## src/rtl/sram_arbiter_if.sv

```systemverilog
// sram_arbiter_if
// Bundles everything the SRAM arbiter exchanges with the outside world:
//   - CPU request port   : cpuReq/cpuWe/cpuAddr/cpuWData in, cpuAck/cpuRData out
//   - DMA request port   : dmaReq/dmaWe/dmaAddr/dmaWData in, dmaAck/dmaRData out
//   - SRAM chip side     : memAddr/memWData/memDataOE/memNotCS/memNotOE/memNotWE out,
//                          memRData in
//   - Status             : busy (access in progress), grant (owner of current/last access)
// The slave modport is the arbiter's view; the master modport is the view of
// the environment (requesters plus the SRAM device).
interface sram_arbiter_if;
  logic        cpuReq;
  logic        cpuWe;
  logic [15:0] cpuAddr;
  logic [15:0] cpuWData;
  logic        cpuAck;
  logic [15:0] cpuRData;

  logic        dmaReq;
  logic        dmaWe;
  logic [15:0] dmaAddr;
  logic [15:0] dmaWData;
  logic        dmaAck;
  logic [15:0] dmaRData;

  logic [15:0] memAddr;
  logic [15:0] memWData;
  logic        memDataOE;
  logic [15:0] memRData;
  logic        memNotCS;
  logic        memNotOE;
  logic        memNotWE;

  logic        busy;
  logic        grant;

  modport slave (
    input  cpuReq, cpuWe, cpuAddr, cpuWData,
    input  dmaReq, dmaWe, dmaAddr, dmaWData,
    input  memRData,
    output cpuAck, cpuRData, dmaAck, dmaRData,
    output memAddr, memWData, memDataOE, memNotCS, memNotOE, memNotWE,
    output busy, grant
  );

  modport master (
    output cpuReq, cpuWe, cpuAddr, cpuWData,
    output dmaReq, dmaWe, dmaAddr, dmaWData,
    output memRData,
    input  cpuAck, cpuRData, dmaAck, dmaRData,
    input  memAddr, memWData, memDataOE, memNotCS, memNotOE, memNotWE,
    input  busy, grant
  );
endinterface

```

## src/rtl/sram_arbiter.sv

```systemverilog
// sram_arbiter
// Shares one asynchronous SRAM between the CPU port and the DMA port. Each
// granted request runs a fixed strobe sequence SETUP -> ACCESS (WAIT_CYCLES
// cycles) -> DONE, then a one-cycle ack is returned to the winner together with
// its registered read word. Contention is resolved round-robin: when both ports
// request in IDLE, the port that did not win last time is served.
// Ports:
//   clock  - system clock, all state changes on the rising edge
//   reset  - synchronous, active-high
//   bus    - sram_arbiter_if.slave: both request ports, SRAM pins, busy/grant
// Parameter:
//   WAIT_CYCLES - cycles the OE/WE strobe is held in ACCESS (legal 1..15)

// Protocol properties of the SRAM pins, kept apart from the datapath.
module sram_arbiter_chk (
  input logic clock,
  input logic reset,
  input logic memNotCS,
  input logic memNotOE,
  input logic memNotWE,
  input logic memDataOE,
  input logic cpuAck,
  input logic dmaAck
);
  // Read and write strobes are mutually exclusive.
  noOeWithWe: assert property (@(posedge clock) disable iff (reset)
    !(!memNotOE && !memNotWE));

  // The arbiter must not drive the data bus while the SRAM drives it.
  noBusFight: assert property (@(posedge clock) disable iff (reset)
    !(!memNotOE && memDataOE));

  // A strobe is only meaningful with chip select active.
  strobeNeedsCs: assert property (@(posedge clock) disable iff (reset)
    (!memNotOE || !memNotWE) |-> !memNotCS);

  // Only one port is ever acknowledged in a cycle.
  singleAck: assert property (@(posedge clock) disable iff (reset)
    !(cpuAck && dmaAck));
endmodule

module sram_arbiter #(
  parameter int WAIT_CYCLES = 1
) (
  input logic          clock,
  input logic          reset,
  sram_arbiter_if.slave bus
);

  typedef enum logic [1:0] {
    IDLE   = 2'b00,
    SETUP  = 2'b01,
    ACCESS = 2'b10,
    DONE   = 2'b11
  } state_t;

  // ACCESS counts cnt down to zero, so loading WAIT_CYCLES-1 yields
  // exactly WAIT_CYCLES cycles in ACCESS.
  localparam logic [3:0] CNT_LOAD = 4'(WAIT_CYCLES - 1);

  state_t      state_r;
  logic [3:0]  cnt_r;
  logic        lastGrant_r;
  logic        grant_r;
  logic        accWe_r;
  logic [15:0] memAddr_r;
  logic [15:0] memWData_r;
  logic        memDataOE_r;
  logic        memNotCS_r;
  logic        memNotOE_r;
  logic        memNotWE_r;
  logic        cpuAck_r;
  logic        dmaAck_r;
  logic [15:0] cpuRData_r;
  logic [15:0] dmaRData_r;
  logic        busy_r;

  logic        anyReq_s;
  logic        winner_s;
  logic        winWe_s;
  logic [15:0] winAddr_s;
  logic [15:0] winWData_s;

  // Round-robin winner selection and mux of the winner's request fields.
  always_comb begin
    anyReq_s   = bus.cpuReq | bus.dmaReq;
    winner_s   = 1'b0;
    winWe_s    = bus.cpuWe;
    winAddr_s  = bus.cpuAddr;
    winWData_s = bus.cpuWData;
    if (bus.cpuReq && bus.dmaReq) begin
      winner_s = ~lastGrant_r;
    end else if (bus.dmaReq) begin
      winner_s = 1'b1;
    end else begin
      winner_s = 1'b0;
    end
    if (winner_s) begin
      winWe_s    = bus.dmaWe;
      winAddr_s  = bus.dmaAddr;
      winWData_s = bus.dmaWData;
    end else begin
      winWe_s    = bus.cpuWe;
      winAddr_s  = bus.cpuAddr;
      winWData_s = bus.cpuWData;
    end
  end

  // Access sequencer: state, counter, latched request and all registered outputs.
  // Each branch assigns the pin values for the state being entered, so the
  // strobes seen in a state come straight from flops.
  always_ff @(posedge clock) begin
    if (reset) begin
      state_r     <= IDLE;
      cnt_r       <= 4'd0;
      lastGrant_r <= 1'b1;
      grant_r     <= 1'b0;
      accWe_r     <= 1'b0;
      memAddr_r   <= 16'h0000;
      memWData_r  <= 16'h0000;
      memDataOE_r <= 1'b0;
      memNotCS_r  <= 1'b1;
      memNotOE_r  <= 1'b1;
      memNotWE_r  <= 1'b1;
      cpuAck_r    <= 1'b0;
      dmaAck_r    <= 1'b0;
      cpuRData_r  <= 16'h0000;
      dmaRData_r  <= 16'h0000;
      busy_r      <= 1'b0;
    end else begin
      case (state_r)
        IDLE: begin
          cpuAck_r <= 1'b0;
          dmaAck_r <= 1'b0;
          if (anyReq_s) begin
            grant_r     <= winner_s;
            lastGrant_r <= winner_s;
            accWe_r     <= winWe_s;
            memAddr_r   <= winAddr_s;
            memWData_r  <= winWData_s;
            // Entering SETUP: chip select on, OE for reads or data drive for
            // writes, WE held off for address setup.
            memNotCS_r  <= 1'b0;
            memNotOE_r  <= winWe_s;
            memNotWE_r  <= 1'b1;
            memDataOE_r <= winWe_s;
            busy_r      <= 1'b1;
            state_r     <= SETUP;
          end else begin
            memNotCS_r  <= 1'b1;
            memNotOE_r  <= 1'b1;
            memNotWE_r  <= 1'b1;
            memDataOE_r <= 1'b0;
            busy_r      <= 1'b0;
            state_r     <= IDLE;
          end
        end

        SETUP: begin
          cnt_r       <= CNT_LOAD;
          memNotCS_r  <= 1'b0;
          memNotOE_r  <= accWe_r;
          memNotWE_r  <= ~accWe_r;
          memDataOE_r <= accWe_r;
          state_r     <= ACCESS;
        end

        ACCESS: begin
          if (cnt_r == 4'd0) begin
            // Final ACCESS edge: release strobes, keep write data driven for
            // hold time, raise the winner's ack and capture read data.
            memNotCS_r  <= 1'b1;
            memNotOE_r  <= 1'b1;
            memNotWE_r  <= 1'b1;
            memDataOE_r <= accWe_r;
            if (grant_r) begin
              dmaAck_r <= 1'b1;
              if (!accWe_r) begin
                dmaRData_r <= bus.memRData;
              end else begin
                dmaRData_r <= dmaRData_r;
              end
            end else begin
              cpuAck_r <= 1'b1;
              if (!accWe_r) begin
                cpuRData_r <= bus.memRData;
              end else begin
                cpuRData_r <= cpuRData_r;
              end
            end
            state_r <= DONE;
          end else begin
            cnt_r   <= cnt_r - 4'd1;
            state_r <= ACCESS;
          end
        end

        DONE: begin
          // Always return to IDLE so a req still held during ack is not
          // re-granted on the ack cycle itself.
          cpuAck_r    <= 1'b0;
          dmaAck_r    <= 1'b0;
          memNotCS_r  <= 1'b1;
          memNotOE_r  <= 1'b1;
          memNotWE_r  <= 1'b1;
          memDataOE_r <= 1'b0;
          busy_r      <= 1'b0;
          state_r     <= IDLE;
        end

        default: begin
          cpuAck_r    <= 1'b0;
          dmaAck_r    <= 1'b0;
          memNotCS_r  <= 1'b1;
          memNotOE_r  <= 1'b1;
          memNotWE_r  <= 1'b1;
          memDataOE_r <= 1'b0;
          busy_r      <= 1'b0;
          state_r     <= IDLE;
        end
      endcase
    end
  end

  assign bus.memAddr   = memAddr_r;
  assign bus.memWData  = memWData_r;
  assign bus.memDataOE = memDataOE_r;
  assign bus.memNotCS  = memNotCS_r;
  assign bus.memNotOE  = memNotOE_r;
  assign bus.memNotWE  = memNotWE_r;
  assign bus.cpuAck    = cpuAck_r;
  assign bus.dmaAck    = dmaAck_r;
  assign bus.cpuRData  = cpuRData_r;
  assign bus.dmaRData  = dmaRData_r;
  assign bus.busy      = busy_r;
  assign bus.grant     = grant_r;

  sram_arbiter_chk chk (
    .clock     (clock),
    .reset     (reset),
    .memNotCS  (memNotCS_r),
    .memNotOE  (memNotOE_r),
    .memNotWE  (memNotWE_r),
    .memDataOE (memDataOE_r),
    .cpuAck    (cpuAck_r),
    .dmaAck    (dmaAck_r)
  );

endmodule

```

## src/flat_wrapper.sv

```systemverilog
// flat-port wrapper written by rule: the top's interface ports become plain ports
module sram_arbiter_flat 
#(
  parameter int WAIT_CYCLES = 1
)
  (clock, reset, bus_cpuReq, bus_cpuWe, bus_cpuAddr, bus_cpuWData, bus_dmaReq, bus_dmaWe, bus_dmaAddr, bus_dmaWData, bus_memRData, bus_cpuAck, bus_cpuRData, bus_dmaAck, bus_dmaRData, bus_memAddr, bus_memWData, bus_memDataOE, bus_memNotCS, bus_memNotOE, bus_memNotWE, bus_busy, bus_grant);
  sram_arbiter_if bus_i ();
  input logic clock;
  input logic reset;
  input wire logic [$bits(bus_i.cpuReq)-1:0] bus_cpuReq;
  input wire logic [$bits(bus_i.cpuWe)-1:0] bus_cpuWe;
  input wire logic [$bits(bus_i.cpuAddr)-1:0] bus_cpuAddr;
  input wire logic [$bits(bus_i.cpuWData)-1:0] bus_cpuWData;
  input wire logic [$bits(bus_i.dmaReq)-1:0] bus_dmaReq;
  input wire logic [$bits(bus_i.dmaWe)-1:0] bus_dmaWe;
  input wire logic [$bits(bus_i.dmaAddr)-1:0] bus_dmaAddr;
  input wire logic [$bits(bus_i.dmaWData)-1:0] bus_dmaWData;
  input wire logic [$bits(bus_i.memRData)-1:0] bus_memRData;
  output wire logic [$bits(bus_i.cpuAck)-1:0] bus_cpuAck;
  output wire logic [$bits(bus_i.cpuRData)-1:0] bus_cpuRData;
  output wire logic [$bits(bus_i.dmaAck)-1:0] bus_dmaAck;
  output wire logic [$bits(bus_i.dmaRData)-1:0] bus_dmaRData;
  output wire logic [$bits(bus_i.memAddr)-1:0] bus_memAddr;
  output wire logic [$bits(bus_i.memWData)-1:0] bus_memWData;
  output wire logic [$bits(bus_i.memDataOE)-1:0] bus_memDataOE;
  output wire logic [$bits(bus_i.memNotCS)-1:0] bus_memNotCS;
  output wire logic [$bits(bus_i.memNotOE)-1:0] bus_memNotOE;
  output wire logic [$bits(bus_i.memNotWE)-1:0] bus_memNotWE;
  output wire logic [$bits(bus_i.busy)-1:0] bus_busy;
  output wire logic [$bits(bus_i.grant)-1:0] bus_grant;
  assign bus_i.cpuReq = bus_cpuReq;
  assign bus_i.cpuWe = bus_cpuWe;
  assign bus_i.cpuAddr = bus_cpuAddr;
  assign bus_i.cpuWData = bus_cpuWData;
  assign bus_i.dmaReq = bus_dmaReq;
  assign bus_i.dmaWe = bus_dmaWe;
  assign bus_i.dmaAddr = bus_dmaAddr;
  assign bus_i.dmaWData = bus_dmaWData;
  assign bus_i.memRData = bus_memRData;
  assign bus_cpuAck = bus_i.cpuAck;
  assign bus_cpuRData = bus_i.cpuRData;
  assign bus_dmaAck = bus_i.dmaAck;
  assign bus_dmaRData = bus_i.dmaRData;
  assign bus_memAddr = bus_i.memAddr;
  assign bus_memWData = bus_i.memWData;
  assign bus_memDataOE = bus_i.memDataOE;
  assign bus_memNotCS = bus_i.memNotCS;
  assign bus_memNotOE = bus_i.memNotOE;
  assign bus_memNotWE = bus_i.memNotWE;
  assign bus_busy = bus_i.busy;
  assign bus_grant = bus_i.grant;
  sram_arbiter #(.WAIT_CYCLES(WAIT_CYCLES)) u_core (.clock(clock), .reset(reset), .bus(bus_i));
endmodule
```

## config.mk

```make
export PLATFORM = sky130hd
export DESIGN_NAME = sram_arbiter_flat
export DESIGN_NICKNAME = d
export VERILOG_FILES = /design/src/rtl/sram_arbiter_if.sv /design/src/rtl/sram_arbiter.sv /design/src/flat_wrapper.sv
export SDC_FILE = /design/constraint.sdc
export NUM_CORES = 1
export LEC_CHECK = 0
export CAP_MARGIN = 40
export CORE_MARGIN = 4
export CORE_UTILIZATION = 46
export CTS_BUF_LIST = sky130_fd_sc_hd__clkbuf_8
export DETAILED_ROUTE_END_ITERATION = 16
export PLACE_DENSITY = 0.88
export SETUP_SLACK_MARGIN = 0.1
export SYNTH_ARGS = -nofsm -noshare
export SYNTH_HDL_FRONTEND = slang
export SYNTH_HIERARCHICAL = 1
export SYNTH_SLANG_ARGS = --single-unit
```

## constraint.sdc

```tcl
create_clock -name clock -period 5.09 [get_ports clock]
set_input_delay 0.509 -clock clock [delete_from_list [all_inputs] [get_ports clock]]
set_output_delay 0.509 -clock clock [all_outputs]
set_load 0.05 [all_outputs]
```

==> flow_metrics.py <==
metrics = {
    "min_path": {
        "min_from": "u_core/bus.dmaRData[2]",
        "holdPathEnd": "u_core/bus.dmaRData[2]",
        "hold_path.class": "flop to flop",
        "min_path_cells": 2,
    },
    "final_layout": {
        "drive_gt1_share_pct": 4.56,
        "finalNonFillerCells": 647,
        "fin_nets": 636,
        "antennaDiodeCount": 0,
        "area_growth_pct": 52.4,
    },
    "place": {
        "dp_cells": 631,
        "port_buffers": 157,
        "routabilityCongestion": 0.826,
        "dp.final_hpwl_um": 7340,
    },
    "clock_network": {
        "holdBufCountCts": 0,
        "cts_tree": "done",
        "cts_buffers": 9,
        "ctsResizeCount": 0,
        "post_cts_buffers": 0,
        "cts-root-buf": "clkbuf_8",
        "clock_latency_ns": 0.34,
        "cts.path.max_buffers": 2,
        "path_clk_slew_ns": 0.08,
        "cts.sinks": 80,
        "cts_max_level": 3,
    },
    "logic_synthesis": {
        "synth_xor_xnor_area_share_pct": 0,
        "synth-simple-area-share_pct": 18.1,
        "synth_top_family_by_area": "simple AND/OR/NAND/NOR gates",
        "synth_seq_cells": 80,
        "synthFlopType": "dfxtp_1",
        "ys_types": 41,
        "syn_inst": 403,
        "synth-seq-area-share_pct": 47.2,
        "syn_area_per_cell_um2": 8.43,
        "syn_area_mm2": 0.00340,
        "synth_warnings": 6,
        "async_flop_share_pct": 0,
        "synth_nets": 496,
        "synth_compound_area_share_pct": 17.9,
        "synth-adder-area-share_pct": 2.58,
        "muxShareOfSynthArea_pct": 9.43,
        "synth_edf_count": 0,
    },
    "global_route": {
        "antenna_found_initial": 0,
        "grt_pass1_vias": 3384,
        "grt_overflow": 0,
        "grt_max_degree": 60,
        "grt_usage_pct": 22.0,
        "grt_first_pass_wirelength_um": 15500,
    },
    "setup_path": {
        "crit_type": "flop to flop",
        "cp-startpoint": "u_core/state_r[0]",
        "worstRegToRegCells": 5,
        "worstPathMaxFanout": 15,
        "start_kind": "flop",
        "critPathArrivalTime_ns": 2.67,
        "cp-end-kind": "flop",
        "timing.rr.end": "u_core/bus.cpuRData[14]",
        "cp_slowest_cell": "nor3_1",
        "max_stage_delay_ns": 0.76,
        "rrSetupSlack_ns": 2.68,
        "worstPathRequired_ns": 5.35,
        "path_cells": "inv_1, ha_1, nand4bb_1, nor3_1, mux2i_1",
        "r2r-start": "u_core/state_r[0]",
    },
    "drt": {
        "first_pass_iters": 4,
        "drc": 0,
        "ant_nets": 0,
        "drtIter0Drc": 144,
        "avgRoutedWirePerCell_um": 15.2,
        "routed-via-count": 3424,
        "drt-vias-per-instance": 5.29,
        "routed_wl_um": 9810,
    },
    "power": {
        "vdd_drop_max_mv": 0.199,
        "leakage_uw": 0.00202,
        "power.density_mw_per_mm2": 373,
    },
    "sta": {
        "relSlewSlack_pct": 44.3,
        "rsz0062_at_grt": "no",
        "clock_skew_ns": 0.00827,
        "fin_tns_setup_ns": 0,
        "whs_ns": 0.465,
        "drv_slew": 0,
        "finalHoldViolations": 0,
        "tightest_slew_ns": 0.829,
        "max_freq_mhz": 415,
        "layout_min_cycle_time_ns": 2.41,
        "finalSetupViolCount": 0,
        "layout_worst_path_cycle_share_pct": 47.4,
    },
    "die": {
        "die-height_um": 93.9,
        "rows": 31,
        "coreArea_mm2": 0.00721,
        "start_util_pct": 47.1,
        "die-area_mm2": 0.00882,
        "die_w_um": 93.9,
        "pin_count": 158,
    },
    "run": {
        "maxCapViolCount": 0,
    },
    "outcome": {
        "status": "complete, no violations",
    },
}
==> cell type report <==
cell class	count	area (µm²)
Timing Repair Buffer	161	1610
Tap cell	99	124
Clock inverter	6	36.3
Sequential cell	80	1600
Multi-Input combinational cell	282	1630
Clock buffer	10	138
Inverter	9	33.8
Fill cell	550	2040
==> state kept, by name (all words and copies together) (netlist names), 2 cells and up <==
signal               flops
u_core/bus.cpuRData     16
u_core/bus.dmaRData     16
u_core/bus.memAddr      16
u_core/bus.memWData     16
u_core/cnt_r             4
u_core/state_r           2
==> metal layers <==
layer	share of wire [%]	up-vias	track usage (%)
met3	10	20	7.77
li1	-	1677	-
met4	1.9	0	7.46
met5	0	-	0
met1	39	1578	25.4
met2	49	149	37.8
==> worst max-delay path by stage <==
stage / cells past startpoint / slack, ns / end
after floorplan: 4 / 3.41 / u_core/bus.dmaRData[10]
after global placement: 5 / 2.61 / u_core/bus.memAddr[2]
after detailed placement: 5 / 2.49 / u_core/bus.memWData[15]
after CTS: 5 / 2.67 / u_core/bus.cpuRData[14]
after global routing: 5 / 2.47 / u_core/bus.cpuRData[14]
final: 5 / 2.68 / u_core/bus.cpuRData[14]
==> power by group <==
group          internal, µW  total [µW]  switching (µW)
logic                   280         761             481
clock network           187         410             223
registers               709         759            49.9
total                  1180        1930             754
==> layout by cell type, fill, tap and decap left out, types with 2 or more instances in the layout <==
cell type | Yosys | layout
clkinvlp_4 | 0 | 3
nor2_1 | 4 | 4
o31ai_1 | 2 | 2
o211ai_1 | 3 | 3
or3_1 | 4 | 4
a41oi_1 | 2 | 2
a211oi_1 | 2 | 2
inv_1 | 9 | 9
and3_1 | 3 | 3
nand2_1 | 117 | 117
a21oi_1 | 6 | 6
clkinv_2 | 0 | 2
ha_1 | 7 | 7
clkdlybuf4s50_1 | 0 | 157
dfxtp_1 | 80 | 80
buf_4 | 0 | 3
a31oi_1 | 33 | 33
o21ai_0 | 40 | 40
nand3_1 | 2 | 2
clkbuf_8 | 0 | 10
nor3_1 | 3 | 3
mux2i_1 | 32 | 32
a311o_1 | 2 | 2
==> critical path, delay by kind of cell (launching register included) <==
kind                     cells  cell delay [ns]
flip-flops                   1             0.33
buffers and inverters        1             0.11
multiplexers                 1             0.27
AND/OR/NAND/NOR              2             1.17
adder cells (fa/ha/maj)      1             0.44
==> synthesized netlist by cell type (2+ instances only) <==
cell | n | area (µm²)
nand3_1 | 2 | 10.0
inv_1 | 9 | 33.8
a31oi_1 | 33 | 206
nor3_1 | 3 | 15.0
dfxtp_1 | 80 | 1600
clkbuf_1 | 25 | 93.8
o21ai_0 | 40 | 200
and3_1 | 3 | 18.8
o211ai_1 | 3 | 22.5
ha_1 | 7 | 87.6
a21oi_1 | 6 | 30.0
a211oi_1 | 2 | 15.0
or3_1 | 4 | 25.0
mux2i_1 | 32 | 320
a311o_1 | 2 | 20.0
nand2_1 | 117 | 439
o21a_1 | 2 | 15.0
buf_2 | 4 | 20.0
buf_1 | 2 | 7.51
nor2_1 | 4 | 15.0
o31ai_1 | 2 | 15.0
a41oi_1 | 2 | 17.5
==> cells by family after synthesis <==
kind of cell	Yosys count
and+or+nand+nor	144
adders and majority gates	7
buffers and inverters	41
AOI/OAI and AO/OA	99
DFF	80
muxes	32
==> per-stage QoR <==
| step | area [µm²] | power (µW) | util (%) | worst slack, ns |
|---|---|---|---|---|
| final | 5180 | 1930 | 71.7 | 2.68 |
| after global routing | 5180 | 2030 | 71.7 | 2.47 |
| after CTS | 5180 | 1940 | 71.7 | 2.67 |
| after detailed placement | 5000 | 1530 | 69.3 | 2.49 |
| after global placement | 4980 | 1500 | 69.1 | 2.61 |
| after floorplan | 3400 | 1250 | - | 3.41 |
Note: power is estimated with default switching activity, not from simulation.
==> variant (config.mk and constraints unchanged) <==
Encoding of `state_t`: now one-hot (4 bits for 4 states).
--- a/src/rtl/sram_arbiter.sv
+++ b/src/rtl/sram_arbiter.sv
@@ -49,7 +49,7 @@
 
-  typedef enum logic [1:0] {
-    IDLE   = 2'b00,
-    SETUP  = 2'b01,
-    ACCESS = 2'b10,
-    DONE   = 2'b11
+  typedef enum logic [3:0] {
+    IDLE   = 4'b0001,
+    SETUP  = 4'b0010,
+    ACCESS = 4'b0100,
+    DONE   = 4'b1000
   } state_t;
Behaviour: same outputs for any inputs over 4 cycles, from zero or initial values and one cycle with reset high; so few cycles prove little.
==> variant against the original RTL <==
- sequential cell count rose by 2
- worst setup slack better by 0.13 ns
- cell area fell by 0.94%
- routed wire length decreased by 6.4%
- area after synthesis fell by 2.9%
- sequential share of layout area rose by 1.1 points
- synthesized cell count fell by 7.2%
- power shrank 10%
- sequential power down 3.7%
- combinational power is 35% lower
- critical endpoint is now u_core/bus.cpuRData[11]
- final cell count shrank 4.5%
==> variant: results (changes against the original RTL) <==
| Metric | Value |
|---|---|
| Outcome | `completed` |
| Drt via density | `5.14 (-2.8%)` |
| Ranking of synthesized cells by area | `dfxtp_1 (50%), mux2i_1 (10%), nand2_1 (7.9%)` |
| First-pass GRT wire length | `14600 um (-6.1%)` |
| Synth cell types | `37 (-9.8%)` |
| Worst Skew | `0.00612 ns (-0.00215 ns)` |
| Sequential area share after synthesis | `49.8% (+2.6 points)` |
| Share of layout cells above drive strength 1 | `4.98% (+0.42 points)` |
| 1st-iter DRT viols | `108 (-25%)` |
| FF-to-FF End | `u_core/bus.cpuRData[11]` |
| Post-Syn Area per Cell | `8.82 sq um (+4.6%)` |
| Post-DP HPWL | `6840 um (-6.8%)` |
| R2R Path Start | `u_core/cnt_r[0]` |
| Reg2Reg Depth | `6 (+1)` |
| Slew @ Worst Pin | `0.838 ns (+0.00945 ns)` |
| Leakage power | `0.00184 uW (-8.7%)` |
| Slowest CP cell | `or4_1` |
| Psw | `557 uW (-26%)` |
| Syn nets | `461 (-7.1%)` |
| Synth Area in Compound Gates | `16.9% (-1.0 points)` |
| Fillcell total | `517 (-6.0%)` |
| PortBufs | `157 (unchanged)` |
| Crit path DAT | `2.47 ns (-0.20 ns)` |
| Adder-cell share of the synthesized area | `0.380% (-2.2 points)` |
| Pin count of the biggest net entering global routing | `80 (+33%)` |
| Fin crit period | `2.28 ns (-0.133 ns)` |
| Crit-path max cell delay | `0.80 ns (+0.04 ns)` |
| Final wirelength | `9180 um (-6.4%)` |
| VDD IR-drop max | `0.195 mV (-1.9%)` |
| Diode count | `0 (unchanged)` |
| Hold wc startpoint | `u_core/bus.cpuRData[12]` |
| Worst hold slack | `0.457 ns (-0.00838 ns)` |
| Reg2Reg Setup Slack | `2.81 ns (+0.13 ns)` |
| Gpl congestion | `0.835 (+1.1%)` |
| Worst skew pair latency | `0.34 ns (about the same)` |
| Multiplexer share of the synthesized area | `10.4% (+0.93 points)` |
| Gr usage total | `21.1% (-0.97 points)` |
| DP Area | `4910 sq um (-1.9%)` |
| Multi-input logic area | `1530 sq um (-6.1%)` |
| Worst Hold Endpoint | `u_core/bus.cpuRData[12]` |
| Vias in the first global route | `3181 (-6.0%)` |
| Critical Path Fanout Max | `16 (+1)` |
variant: cell count changes after synthesis, moves of 4 or more:
cell	delta
nand2_1	-48
nor2_1	+43
o21ai_0	-36
a21oi_1	+32
a31oi_1	-32
a211oi_1	+31
clkbuf_1	-9
ha_1	-6
inv_1	-5
buf_2	+4
variant: cell type report:
| cell class | instances | share of cell area, % |
|---|---|---|
| Tap cell | 96 | 2.34 |
| Multi-Input combinational cell | 260 | 29.8 |
| Clock inverter | 6 | 1.59 |
| Sequential cell | 82 | 32.0 |
| Clock buffer | 10 | 2.68 |
| Inverter | 4 | 0.293 |
| Timing Repair Buffer | 160 | 31.2 |
variant: routing by layer:
layer	GRT usage [%]	routed length [um]	up-vias
met3	9.18	1000	13
met5	0	0	-
met2	35.2	4420	144
met4	7.81	164	0
met1	23.8	3590	1437
li1	-	-	1585
variant: power by group through the flow:
stage,clock [uW],sequential (uW),combinational [uW]
CTS,522,731,499
floorplan,0,898,144
finish,508,731,496
detailed placement,0,745,497
global placement,0,741,483
global route,553,737,525
